`config.mk`:
```
export PLATFORM = sky130hd
export DESIGN_NAME = relu_stream_arbiter
export DESIGN_NICKNAME = d
export VERILOG_FILES = /design/src/rtl/relu_arb_pkg.sv /design/src/rtl/relu_arb_tag_fifo.sv /design/src/rtl/relu_stream_arbiter.sv
export SDC_FILE = /design/constraint.sdc
export NUM_CORES = 1
export LEC_CHECK = 0
export CORE_AREA = 4 4 97 99
export CTS_BUF_LIST = sky130_fd_sc_hd__clkbuf_4 sky130_fd_sc_hd__clkbuf_8
export CTS_CLUSTER_DIAMETER = 200
export DETAILED_ROUTE_END_ITERATION = 12
export DIE_AREA = 0 0 101 103
export PLACE_DENSITY = 0.76
export REMOVE_ABC_BUFFERS = 1
export SLEW_MARGIN = 20
export SYNTH_ARGS = -nofsm -noshare
export SYNTH_HDL_FRONTEND = slang
export SYNTH_SLANG_ARGS = --single-unit
export TNS_END_PERCENT = 20
```
`constraint.sdc`:
```
create_clock -name clk -period 2.6 [get_ports clk]
set_input_delay 0.39 -clock clk [delete_from_list [all_inputs] [get_ports clk]]
set_output_delay 0.39 -clock clk [all_outputs]
set_load 0.005 [all_outputs]
```
`src/rtl/relu_arb_pkg.sv`:
```
// Shared types and the round-robin helper for the ReLU stream arbiter.
package relu_arb_pkg;

  // Widest channel ID the helper supports (NUM_CH up to 8).
  localparam int unsigned MAX_CH  = 8;
  localparam int unsigned CH_ID_W = $clog2(MAX_CH);

  typedef logic [CH_ID_W-1:0] ch_id_t;

  typedef enum logic {
    ARB_IDLE   = 1'b0,
    ARB_LOCKED = 1'b1
  } arb_state_e;

  // First requesting channel after 'last', wrapping modulo num_ch.
  function automatic ch_id_t rr_next_grant(input logic [MAX_CH-1:0] req,
                                           input ch_id_t            last,
                                           input int unsigned       num_ch);
    ch_id_t      pick;
    logic        found;
    int unsigned idx;
    pick  = '0;
    found = 1'b0;
    for (int unsigned i = 1; i <= num_ch; i++) begin
      idx = (32'(last) + i) % num_ch;
      if (!found && req[CH_ID_W'(idx)]) begin
        pick  = ch_id_t'(idx);
        found = 1'b1;
      end
    end
    return pick;
  endfunction

endpackage

```
`src/rtl/relu_arb_tag_fifo.sv`:
```
// In-order tag FIFO: records which channel owns each beat inside the shared stage.
module relu_arb_tag_fifo #(
  parameter int unsigned DEPTH = 4,
  parameter int unsigned WIDTH = 2
) (
  input  logic             clk,
  input  logic             rst_n,
  input  logic             push_i,
  input  logic [WIDTH-1:0] data_i,
  input  logic             pop_i,
  output logic             full_o,
  output logic             empty_o,
  output logic [WIDTH-1:0] head_o
);

  localparam int unsigned AW = $clog2(DEPTH);

  logic [WIDTH-1:0] mem_q [DEPTH];
  logic [AW:0]      wptr_q, rptr_q;
  logic [AW:0]      wptr_d, rptr_d;
  logic             do_push, do_pop;

  // Extra wrap bit distinguishes full from empty when the indices match.
  assign empty_o = (wptr_q == rptr_q);
  assign full_o  = (wptr_q[AW] != rptr_q[AW]) && (wptr_q[AW-1:0] == rptr_q[AW-1:0]);
  assign head_o  = mem_q[rptr_q[AW-1:0]];

  // Qualify requests so the pointers never overrun.
  always_comb begin
    do_push = push_i && !full_o;
    do_pop  = pop_i && !empty_o;
    wptr_d  = do_push ? wptr_q + 1'b1 : wptr_q;
    rptr_d  = do_pop  ? rptr_q + 1'b1 : rptr_q;
  end

  // Pointer registers.
  always_ff @(posedge clk or negedge rst_n) begin
    if (!rst_n) begin
      wptr_q <= '0;
      rptr_q <= '0;
    end else begin
      wptr_q <= wptr_d;
      rptr_q <= rptr_d;
    end
  end

  // Tag storage; contents are don't-care while empty, so no reset.
  always_ff @(posedge clk) begin
    if (do_push) mem_q[wptr_q[AW-1:0]] <= data_i;
  end

endmodule

```
`src/rtl/relu_stream_arbiter.sv`:
```
// Packet-granular round-robin arbiter sharing one ReLU stage across NUM_CH streams.
module relu_stream_arbiter
  import relu_arb_pkg::*;
#(
  parameter int unsigned NUM_CH       = 4,
  parameter int unsigned DATA_WIDTH   = 32,
  parameter int unsigned MAX_INFLIGHT = 4
) (
  input  logic                         clk,
  input  logic                         rst_n,
  input  logic [NUM_CH*DATA_WIDTH-1:0] req_data,
  input  logic [NUM_CH-1:0]            req_valid,
  input  logic [NUM_CH-1:0]            req_last,
  output logic [NUM_CH-1:0]            req_ready,
  output logic [DATA_WIDTH-1:0]        act_in_data,
  output logic                         act_in_valid,
  input  logic                         act_in_ready,
  input  logic [DATA_WIDTH-1:0]        act_out_data,
  input  logic                         act_out_valid,
  output logic                         act_out_ready,
  output logic [DATA_WIDTH-1:0]        rsp_data,
  output logic [NUM_CH-1:0]            rsp_valid,
  input  logic [NUM_CH-1:0]            rsp_ready,
  output logic                         busy,
  output logic [$clog2(NUM_CH)-1:0]    grant_id,
  output logic                         err
);

  localparam int unsigned CH_W = $clog2(NUM_CH);

  arb_state_e      state_q;
  logic [CH_W-1:0] grant_q;
  logic [CH_W-1:0] last_grant_q;
  logic            err_q;

  logic [DATA_WIDTH-1:0] req_words [NUM_CH];
  logic                  locked;
  logic                  req_hs;
  logic                  tag_full, tag_empty, tag_pop;
  logic [CH_W-1:0]       tag_head;

  // Unpack the flat request bus into per-channel words.
  always_comb begin
    for (int unsigned c = 0; c < NUM_CH; c++) begin
      req_words[c] = req_data[c*DATA_WIDTH +: DATA_WIDTH];
    end
  end

  // Forward path: only the granted channel sees ready, gated by tag space.
  always_comb begin
    locked       = (state_q == ARB_LOCKED);
    act_in_data  = req_words[grant_q];
    act_in_valid = locked && req_valid[grant_q] && !tag_full;
    req_ready    = '0;
    if (locked) req_ready[grant_q] = act_in_ready && !tag_full;
    req_hs       = locked && req_valid[grant_q] && act_in_ready && !tag_full;
  end

  // Return path: steer each result to the channel at the tag FIFO head.
  always_comb begin
    rsp_valid = '0;
    if (!tag_empty) rsp_valid[tag_head] = act_out_valid;
    act_out_ready = !tag_empty && rsp_ready[tag_head];
    tag_pop       = act_out_valid && act_out_ready;
  end

  assign rsp_data = act_out_data;
  assign busy     = locked || !tag_empty;
  assign grant_id = grant_q;
  assign err      = err_q;

  relu_arb_tag_fifo #(
    .DEPTH (MAX_INFLIGHT),
    .WIDTH (CH_W)
  ) u_tag_fifo (
    .clk     (clk),
    .rst_n   (rst_n),
    .push_i  (req_hs),
    .data_i  (grant_q),
    .pop_i   (tag_pop),
    .full_o  (tag_full),
    .empty_o (tag_empty),
    .head_o  (tag_head)
  );

  // Arbitration FSM: one bubble cycle to pick, then hold until the last beat.
  always_ff @(posedge clk or negedge rst_n) begin
    if (!rst_n) begin
      state_q      <= ARB_IDLE;
      grant_q      <= '0;
      last_grant_q <= CH_W'(NUM_CH - 1);
    end else begin
      case (state_q)
        ARB_IDLE: begin
          if (|req_valid) begin
            grant_q <= CH_W'(rr_next_grant(MAX_CH'(req_valid), ch_id_t'(last_grant_q), NUM_CH));
            state_q <= ARB_LOCKED;
          end
        end
        ARB_LOCKED: begin
          if (req_hs && req_last[grant_q]) begin
            last_grant_q <= grant_q;
            state_q      <= ARB_IDLE;
          end
        end
        default: state_q <= ARB_IDLE;
      endcase
    end
  end

  // Sticky error: a result arrived with no beat outstanding.
  always_ff @(posedge clk or negedge rst_n) begin
    if (!rst_n)                       err_q <= 1'b0;
    else if (act_out_valid && tag_empty) err_q <= 1'b1;
  end

endmodule

```
* Yosys cells after proc, flatten, opt, wreduce, memory -nomap -nowiden
Memories as Yosys holds them, arrays and structs flattened.
Index checks and enable logic that the tools add are counted.
** Operators by class
- Order comparisons :: 9
- Add/subtract/negate cells :: 6
- Reduce and logical (&&, ||, !) cells :: 26
- Muxes and demuxes :: 41
- Equality and inequality tests :: 3
- Bitwise operators :: 4
** Operator list (count)
- $bmux 32 s2 :: 1
- $mux 32 :: 2
- $mux 1 :: 22
- $logic_and 1x1->1 :: 17
- $lt 2x4->1 const B :: 4
- $bmux 1 s2 :: 7
- $and 4x4->4 :: 2
- $mux 2 :: 4
- $mux 4 :: 2
- $add 3x1->3 const B :: 2
- $lt 2x3->1 const B :: 2
- $logic_not 1->1 :: 5
- $add 2x1->2 const B :: 2
- $add 2x2->2 const B :: 2
- $demux 1 s2 :: 2
- $ge 2x1->1 const B :: 2
- $reduce_and 2->1 :: 2
- $reduce_or 4->1 :: 1
- $eq 3x3->1 :: 1
- $ge 3x3->1 const B :: 1
- $not 2->3 :: 1
- $eq 2x2->1 :: 1
- $pmux 1 s2 :: 1
- $logic_or 1x1->1 :: 1
- 2 further kinds :: 2
** Word-level totals
- Memories :: 1
- Output and inout port bits :: 78
- Input port bits :: 176
- Bits in writable memories :: 8
- Register bits after elaboration :: 12
- Logic and storage cells :: 96
** Memory list
- u_tag_fifo.mem_q :: depth 4, width 2, rd ports 1, clocked after Yosys merged registers in 0, write ports 1, RTL line relu_arb_tag_fifo.sv:18 : logic [WIDTH-1:0] mem_q [DEPTH];

* Logic depth before layout (Yosys ltp)
Gate-level depths: netlist (run 1).
- Depth after elaboration :: 19
- Gate-level depth with buffers :: 6
- Gate-level depth less buffers :: 5

* Cells and area by module
A second synthesis (run 1) with hierarchy kept.
** Second synthesis, totals
- Cell total of the unflattened synthesis :: 181
- Area, all modules :: 2304.7 sq um
** Modules (own cells, without submodules)
- relu_stream_arbiter :: sequential area each 152.6 sq um, area each 1505.2 sq um, times used 1, cells each 121
- relu_arb_tag_fifo :: sequential area each 390.4 sq um, area each 799.5 sq um, times used 1, cells each 60

* Least setup slack after synthesis (run 1)
OpenSTA, ideal clock, no wires.
- Path type :: register to output
- Start :: register grant_q[0], in the netlist grant_id[0]
- End :: output act_in_data[10]
- Cell stages (with the launch flop) :: 5
- Required time :: 2210 ps
- Setup slack :: 514 ps
- Arrival :: 1696 ps
- Path buffers :: 3
- Cells stage by stage :: dfrtp_1 > buf_2 > buf_2 > buf_2 > mux4_2
** Between the ends
- Word-level cells in the longest chain between the ends :: 4
** RTL lines
- start, declared :: RTL line relu_stream_arbiter.sv:32 : logic [CH_W-1:0] grant_q;
- start signal, assigned :: RTL line relu_stream_arbiter.sv:96 : grant_q <= CH_W'(rr_next_grant(MAX_CH'(req_valid), ch_id_t'(last_grant_q), NUM_CH));
- $not 2->3 (implied by the code) :: RTL line relu_stream_arbiter.sv:52 : act_in_data = req_words[grant_q];
- $bmux 32 s2 :: RTL line relu_stream_arbiter.sv:52
- $mux 32 (implied by the code) (2 in series) :: RTL line relu_stream_arbiter.sv:52
- end, declared :: RTL line relu_stream_arbiter.sv:15 : output logic [DATA_WIDTH-1:0] act_in_data,
Every way passes these cells. The select of a mux whose other input is x is not followed.

* Worst setup path after layout (run 1)
- Start :: register u_tag_fifo.rptr_q[0]
- End :: output req_ready[2]
** Between the ends
- Word-level cells in the longest chain between the ends :: 6
** RTL lines
- start, declared :: RTL line relu_arb_tag_fifo.sv:19 : logic [AW:0] wptr_q, rptr_q;
- start signal, assigned :: RTL line relu_arb_tag_fifo.sv:43 : rptr_q <= rptr_d;
- $eq 2x2->1 :: RTL line relu_arb_tag_fifo.sv:25 : assign full_o = (wptr_q[AW] != rptr_q[AW]) && (wptr_q[AW-1:0] == rptr_q[AW-1:0]);
- $logic_and 1x1->1 :: RTL line relu_arb_tag_fifo.sv:25
- $logic_not 1->1 :: RTL line relu_stream_arbiter.sv:55 : if (locked) req_ready[grant_q] = act_in_ready && !tag_full;
- $logic_and 1x1->1 :: RTL line relu_stream_arbiter.sv:55
- $and 4x4->4 (no line)
- $mux 4 :: RTL line relu_stream_arbiter.sv:55
- end, declared :: RTL line relu_stream_arbiter.sv:14 : output logic [NUM_CH-1:0] req_ready,
Every way passes these cells.

==> key figures, run 1 <==
CTS
  • TritonCTS Sinks: 20
  • Clk buf depth: 2
  • Clk slew on worst S/H paths: 0.07 ns
  • Total CTS buffers: 3
  • Clock latency at the later pin of the worst-skew pair: 0.26 ns
  • H-tree Lvls: 1
  • CTS tree: done
  • Hold buffers post-CTS: 0
  • CTS Root Cell: clkbuf_8

Power and ir drop
  • Maximum VDD drop: approximately 0.35 mV
  • Switching Fraction: 33.5%
  • Clock power frac: roughly 9%
  • Switching power: approximately 1.2 mW
  • Leakage power: about 1.5 nW
  • Combinational power share: about three quarters
  • Internal power: between 2 and 2.5 mW
  • Pwr per Cell Area: ~860 nW/um^2
  • Sequential power share: between 15 and 20%

Yosys
  • Top FF cell, synth: dfrtp_1
  • Top cells by count, synth: mux4_2 (36), buf_4 (32), dfrtp_1 (10)
  • Most numerous cell in the Yosys netlist: mux4_2
  • Synth area leader: mux4_2
  • Synth top area share: 37.8%
  • Asr flop ratio synth: approximately three fifths
  • Post-Syn Instances: roughly 170
  • Ys Warns: 0
  • Post-synthesis adder-cell area fraction: 2.91%
  • XOR/XNOR share of the synthesized area: 3.67%
  • Average cell area after synthesis: between 10 and 15 sq um
  • Yosys reg bits: 20
  • Netlist cell types: 37
  • Synth top area cells: mux4_2 (38%), dfrtp_1 (12%), buf_4 (11%)
  • Post-synthesis mux area share: between 40% and 50%
  • Seq/Total Area, Yosys: approximately 25%
  • EDFF count, synth: 8
  • Syn Std Cell Area: roughly 2100 sq um
  • Largest family of logic cells by synthesized area: multiplexers
  • Simple-gate share of the synthesized area: around 7.6%
  • Synth Area in Compound Gates: 5.07%

STA
  • Post-route minimum period: 2.49 ns
  • Fin. Hold Viols: 0
  • Max Slew Vio Count: 0
  • Period utilization: 95.9%
  • Post-route setup slack: 0.105 ns
  • Endpoints failing setup: 0
  • RSZ-0062 raised after global routing: yes
  • Peak Freq: approximately 400 MHz
  • Slew HR: a little over three fifths
  • Clock Skews: ~0.0050 ns
  • Slew @ Worst Pin: about 0.55 ns
  • Hold_ws: between 0.4 and 0.5 ns

Die
  • Die X: between 100 and 150 um
  • DIE HEIGHT: between 100 and 150 um
  • Row count: 34
  • Initial core utilization: between 20 and 30%
  • Die area: around 10000 sq um
  • IO Pins: 254
  • Core region area: 8550 sq um

Run
  • Max-Cap Viols: 0

Hold path
  • HP Class: reg2reg

Global route
  • GR Layer Usage met1: 18.4%
  • First-pass GRT wire length: about 13000 um
  • Vias in the first global route: approximately 2200
  • Grt met2 use: 25.1%
  • Tot GR Track Use: between 15 and 20%
  • GRT Max-Usage Layer: met2
  • Largest net degree at the start of global routing: 25
  • Initial antenna violation count: 0
  • Grt met3 use: between 10 and 15%
  • Grt ovf: 0

Layout
  • Post-route cell area: between 4000 and 5000 sq um
  • Number of diodes: 0
  • Area Overhead vs Synth: 88.5%
  • Fin nets: roughly 510
  • Share of layout cells above drive strength 1: between 10% and 20%
  • Final instance count without filler cells: 438

Place
  • GPL Wtd Cong: about 0.76
  • Pre-CTS setup slack: approximately 0.14 ns
  • Hpwl dp: about 8100 um
  • Placed cell areas: roughly 4000 sq um
  • DP Cell Count: roughly 430
  • Count of input and output buffers: 189

Route
  • Detailed-route via count: 2126
  • Vias per cell: 4.85
  • Initial DRC count: 21
  • Residual DRC: 0
  • Post-Route WL: 9170 um
  • First drt pass iteration count: 4
  • WL/cell: 20.9 um
  • Antenna Nets Post-Route: 0

Worst setup path
  • CP max FO: 8
  • CP Class: reg2out
  • CP endpoint kind: primary output
  • WP data required: ~2.2 ns
  • CP arrival: 2.10 ns
  • CP startpoint kind: flip-flop

Run status
  • Status: completed
-- through the flow --
stage	total power, mW	util, %	TNS [ns]
floorplan	1.87	-	-4.68
global placement	3.12	46.2	0
detailed placement	3.15	46.2	0
CTS	3.48	47.2	0
global route	3.70	47.3	-0.0813
finish	3.46	47.3	0
-- sequential cells by signal, indices dropped and copies added (netlist names) --
signal and flops:
u_tag_fifo.wptr_q 3, u_tag_fifo.mem_q 8, err 1, u_tag_fifo.rptr_q 3
last_grant_q 2, grant_id 2, locked 1
-- layer usage --
layer	wire, um	vias up	share of wire, %
met5	41	-	0.45
met4	113	2	1.2
met3	1390	11	15
met2	4330	151	47
met1	3300	1012	36
li1	-	950	-
-- area by class of cell --
class                      count  area (sq um)
fill                         747          4500
timing repair buffer         196          1970
clock inverter                 1          30.0
multi-input combinational    105          1310
tap                          108           135
clock buffer                   3          41.3
sequential                    20           546
inverter                       5          18.8
-- final timing paths --
| kind | startpoint | endpoint | slack [ns] | cells after the start |
|---|---|---|---|---|
| min | err$_DFFE_PN0P_ | err$_DFFE_PN0P_ | 0.46 | 1 |
| max reg2reg | u_tag_fifo.rptr_q[0]$_DFFE_PN0P_ | u_tag_fifo.rptr_q[1]$_DFFE_PN0P_ | 0.65 | 6 |
| max | u_tag_fifo.rptr_q[0]$_DFFE_PN0P_ | req_ready[2] | 0.11 | 6 |
| min reg2reg | err$_DFFE_PN0P_ | err$_DFFE_PN0P_ | 0.46 | 1 |
| min in group asynchronous | rst_n | err$_DFFE_PN0P_ | 0.48 | 1 |
| max in group asynchronous | rst_n | grant_id[0]$_DFFE_PN0P_ | 1.72 | 1 |
-- kinds of logic after synthesis --
group | Yosys count
adders and majority gates | 5
DFF | 20
buffers and inverters | 47
xor gates and xnor gates | 9
and+or+nand+nor | 32
AOI/OAI and AO/OA | 17
muxes | 42
-- worst max-delay path: stages, from the launching register on --
cell and delay [ns]:
dfrtp_1 0.41, buf_4 0.17, xor2_1 0.22, o311a_1 0.34
nand2_1 0.08, nor2_1 0.11, clkdlybuf4s50_1 0.51
-- power by group through the flow --
stage	registers, mW	clock network, mW	logic [mW]
global route	0.636	0.328	2.74
detailed placement	0.612	0	2.54
finish	0.607	0.306	2.55
global placement	0.604	0	2.52
floorplan	0.771	0	1.09
CTS	0.605	0.311	2.57
-- layout by cell type (no fill, tap or decap), types with 6 or more instances in the layout --
cell / Yosys / layout
nand2_1: 8 / 8
and3_1: 7 / 7
mux4_2: 36 / 36
o21ai_0: 6 / 6
nor2_1: 6 / 6
dfrtp_1: 10 / 8
clkdlybuf4s50_1: 0 / 187
edfxtp_1: 8 / 8
-- repair_timing --
action / 4_1_cts / 5_1_grt
resized for setup: 1 / 4
endpoints found under the setup margin: 1 / 6
buffers inserted: 2 / 0
Note: power is estimated with default switching activity, not from simulation.
==> run 2: changes to the inputs <==
- ABC_AREA: not set -> 1
- CORE_AREA: 4 4 97 99 -> not set
- CORE_MARGIN: not set -> 4
- CORE_UTILIZATION: not set -> 27
- DIE_AREA: 0 0 101 103 -> not set
- PLACE_DENSITY: 0.76 -> 0.77
==> run 2 against run 1 <==
  * Maximum frequency increased by 1.7%
  * Largest power group unchanged
  * Clock-buffer cell count increased by 1
  * Area after synthesis increased by 11%
  * Worst setup slack improved by 0.043 ns
  * Synthesized cell count increased by 100%
  * Global-route usage increased by 3.8 points
  * Critical endpoint unchanged
  * Combinational power increased by 21%
  * Sequential power increased by 3%
  * Flip-flop and latch count unchanged
  * Non-clock buffer count unchanged
  * Via count increased by 41%
==> key figures, run 2 <==
CTS
  • Total CTS buffers: 3 (unchanged)
  • Clock latency at the later pin of the worst-skew pair: 0.26 ns (about the same)
  • Hold buffers post-CTS: 0 (unchanged)
  • Setup Buffers After CTS: 0 (-2)
  • H-tree Lvls: 1 (unchanged)
  • CTS resizes: 0 (-1)
  • CTS Root Cell: clkbuf_8
  • Clk buf depth: 2 (unchanged)
  • Clk slew on worst S/H paths: 0.07 ns (about the same)
  • CTS tree: done
  • TritonCTS Sinks: 20 (unchanged)

Worst setup path
  • CP Capture Point: req_ready[2]
  • Reg2reg start: grant_id[1]$_DFFE_PN0P_
  • CP Class: reg2out
  • Reg-to-reg setup timing slack: 0.69 ns (+0.04 ns)
  • CP endpoint kind: primary output
  • CP startpoint kind: flip-flop
  • CP max FO: 5 (-3)
  • WP data required: 2.21 ns (about the same)
  • CP arrival: 2.06 ns (-0.04 ns)
  • Critical Path Start: u_tag_fifo.wptr_q[0]$_DFFE_PN0N_
  • R2R cell count: 8 (+2)
  • FF-to-FF End: u_tag_fifo.mem_q[2][1]$_DFFE_PP_

Layout
  • Filler cell count: 817 (+9.4%)
  • Number of diodes: 0 (unchanged)
  • Share of layout cells above drive strength 1: 8.65% (-8.9 points)
  • Most common cell after layout, fill and taps aside: clkdlybuf4s50_1
  • Area Overhead vs Synth: 78.3%
  • Most frequent cells in the layout: clkdlybuf4s50_1 (189), nand2_1 (117), a22oi_1 (55)
  • Max FFs per register: 8 (unchanged)
  • Fin nets: 679 (+33%)

Yosys
  • Ys Warns: 0 (unchanged)
  • Average cell area after synthesis: 6.92 sq um (-45%)
  • Syn Std Cell Area: 2380 sq um (+11%)
  • Simple-gate share of the synthesized area: 36.1% (+28 points)
  • Synth Area in Compound Gates: 19.4% (+14 points)
  • Seq/Total Area, Yosys: 22.8% (-2.5 points)
  • Synth top area share: 18.4% (-19 points)
  • Post-synthesis mux area share: 0% (-41 points)
  • XOR/XNOR share of the synthesized area: 1.47% (-2.2 points)
  • Yosys reg bits: 20 (unchanged)
  • Post-Syn Instances: 344 (+100%)
  • Top cells by count, synth: nand2_1 (117), a22oi_1 (55), buf_4 (34)
  • Post-synthesis adder-cell area fraction: 2.63% (-0.29 points)
  • Top FF cell, synth: dfrtp_1
  • Synth area leader: nand2_1
  • EDFF count, synth: 8 (unchanged)
  • Most numerous cell in the Yosys netlist: nand2_1
  • Synth top area cells: nand2_1 (18%), a22oi_1 (17%), buf_4 (11%)
  • Netlist cell types: 36 (-2.7%)
  • Largest family of logic cells by synthesized area: simple AND/OR/NAND/NOR gates
  • Asr flop ratio synth: 60.0% (unchanged)

STA
  • Max Slew Vio Count: 0 (unchanged)
  • Peak Freq: 408 MHz (+1.7%)
  • Hold_ws: 0.461 ns (+0.00373 ns)
  • Slew @ Worst Pin: 0.566 ns (+0.0161 ns)
  • RSZ-0062 raised after global routing: yes
  • Fin. Hold Viols: 0 (unchanged)
  • Period utilization: 94.3% (-1.6 points)
  • Post-route setup slack: 0.148 ns (+0.0427 ns)
  • Slew HR: 62.2% (-1.1 points)
  • Endpoints failing setup: 0 (unchanged)
  • Clock Skews: 0.00229 ns (-0.00269 ns)
  • Post-route minimum period: 2.45 ns (-0.0427 ns)

Die
  • Core region area: 8380 sq um (-2.0%)
  • IO Pins: 254 (unchanged)
  • Initial core utilization: 28.4% (+3.3 points)
  • Row count: 33 (-2.9%)
  • DIE HEIGHT: 102 um (-1.1%)
  • Die area: 10400 sq um (-0.18%)
  • Die X: 102 um (+0.90%)

Route
  • Initial DRC count: 71 (+240%)
  • Vias per cell: 4.97 (+2.3%)
  • Residual DRC: 0 (unchanged)
  • WL/cell: 18.0 um (-14%)
  • First drt pass iteration count: 4 (unchanged)
  • Antenna Nets Post-Route: 0 (unchanged)
  • Post-Route WL: 10900 um (+19%)
  • Detailed-route via count: 2990 (+41%)

Global route
  • Initial antenna violation count: 0 (unchanged)
  • Tot GR Track Use: 20.1% (+3.8 points)
  • First-pass GRT wire length: 16300 um (+30%)
  • Vias in the first global route: 3257 (+45%)
  • Largest net degree at the start of global routing: 34 (+36%)
  • Grt ovf: 0 (unchanged)

Power and ir drop
  • Maximum VDD drop: 0.362 mV (+2.5%)
  • Pwr per Cell Area: 924 nW/um^2 (+8.0%)
  • Leakage power: 1.79 nW (+17%)

Place
  • Pre-CTS setup slack: 0.352 ns (+0.210 ns)
  • Count of input and output buffers: 189 (unchanged)
  • Hpwl dp: 9280 um (+14%)
  • GPL Wtd Cong: 0.906 (+19%)

Hold path
  • HP Class: reg2reg
  • Hold depth: 1 (unchanged)

Run
  • Max-Cap Viols: 0 (unchanged)

Run status
  • Status: completed
run 2: worst max-delay path, stage by stage, from the launching register on:
cell and delay (ns):
dfrtp_1 0.45, inv_1 0.13, nand2_1 0.09, nand4_4 0.12
nor2_4 0.06, inv_1 0.05, nand3_1 0.17, nor3_1 0.18
clkdlybuf4s50_1 0.55
run 2: worst min-delay path by stage:
stage,from,endpoint
detailed placement,err$_DFFE_PN0P_,err$_DFFE_PN0P_
CTS,err$_DFFE_PN0P_,err$_DFFE_PN0P_
floorplan,rst_n,err$_DFFE_PN0P_
finish,err$_DFFE_PN0P_,err$_DFFE_PN0P_
global route,err$_DFFE_PN0P_,err$_DFFE_PN0P_
global placement,err$_DFFE_PN0P_,err$_DFFE_PN0P_
run 2: logic make-up after synthesis:
logic type	after synthesis
buf+inv	74
fa+ha+maj	5
xor+xnor	4
flops	20
compound gates	63
simple gates	178
run 2: through the flow:
step / cells / utilization [%] / setup TNS [ns] / instance area, sq um / power (mW)
final: 602 / 50.7 / 0 / 4250 / 3.92
after global routing: 602 / 50.7 / -0.0118 / 4250 / 4.31
after CTS: 602 / 50.5 / 0 / 4230 / 3.95
after detailed placement: 598 / 49.9 / 0 / 4180 / 3.71
after global placement: 598 / 49.9 / 0 / 4180 / 3.67
after floorplan: 297 / - / 0 / 2070 / 2.14
run 2: power breakdown:
group	leakage [nW]	switching [mW]	internal, mW
clock	0.0262	0.0987	0.120
sequential	0.210	0.168	0.458
combinational	1.55	1.50	1.58
total	1.79	1.77	2.16
run 2: layout make-up:
type	count	area, sq um	share of cell area, %
flip-flops and latches	20	546	12.8
repair buffers	196	1980	46.7
multi-input cells	250	1430	33.7
well taps	105	131	3.09
inverters	27	109	2.56
clock buffers	4	48.8	1.15
run 2: routing by layer:
layer | global-route usage [%] | share of wire [%]
met1 | 21.4 | 37
met2 | 34.1 | 47
met3 | 12.2 | 14
met4 | 4.34 | 1.7
met5 | 2.88 | 0
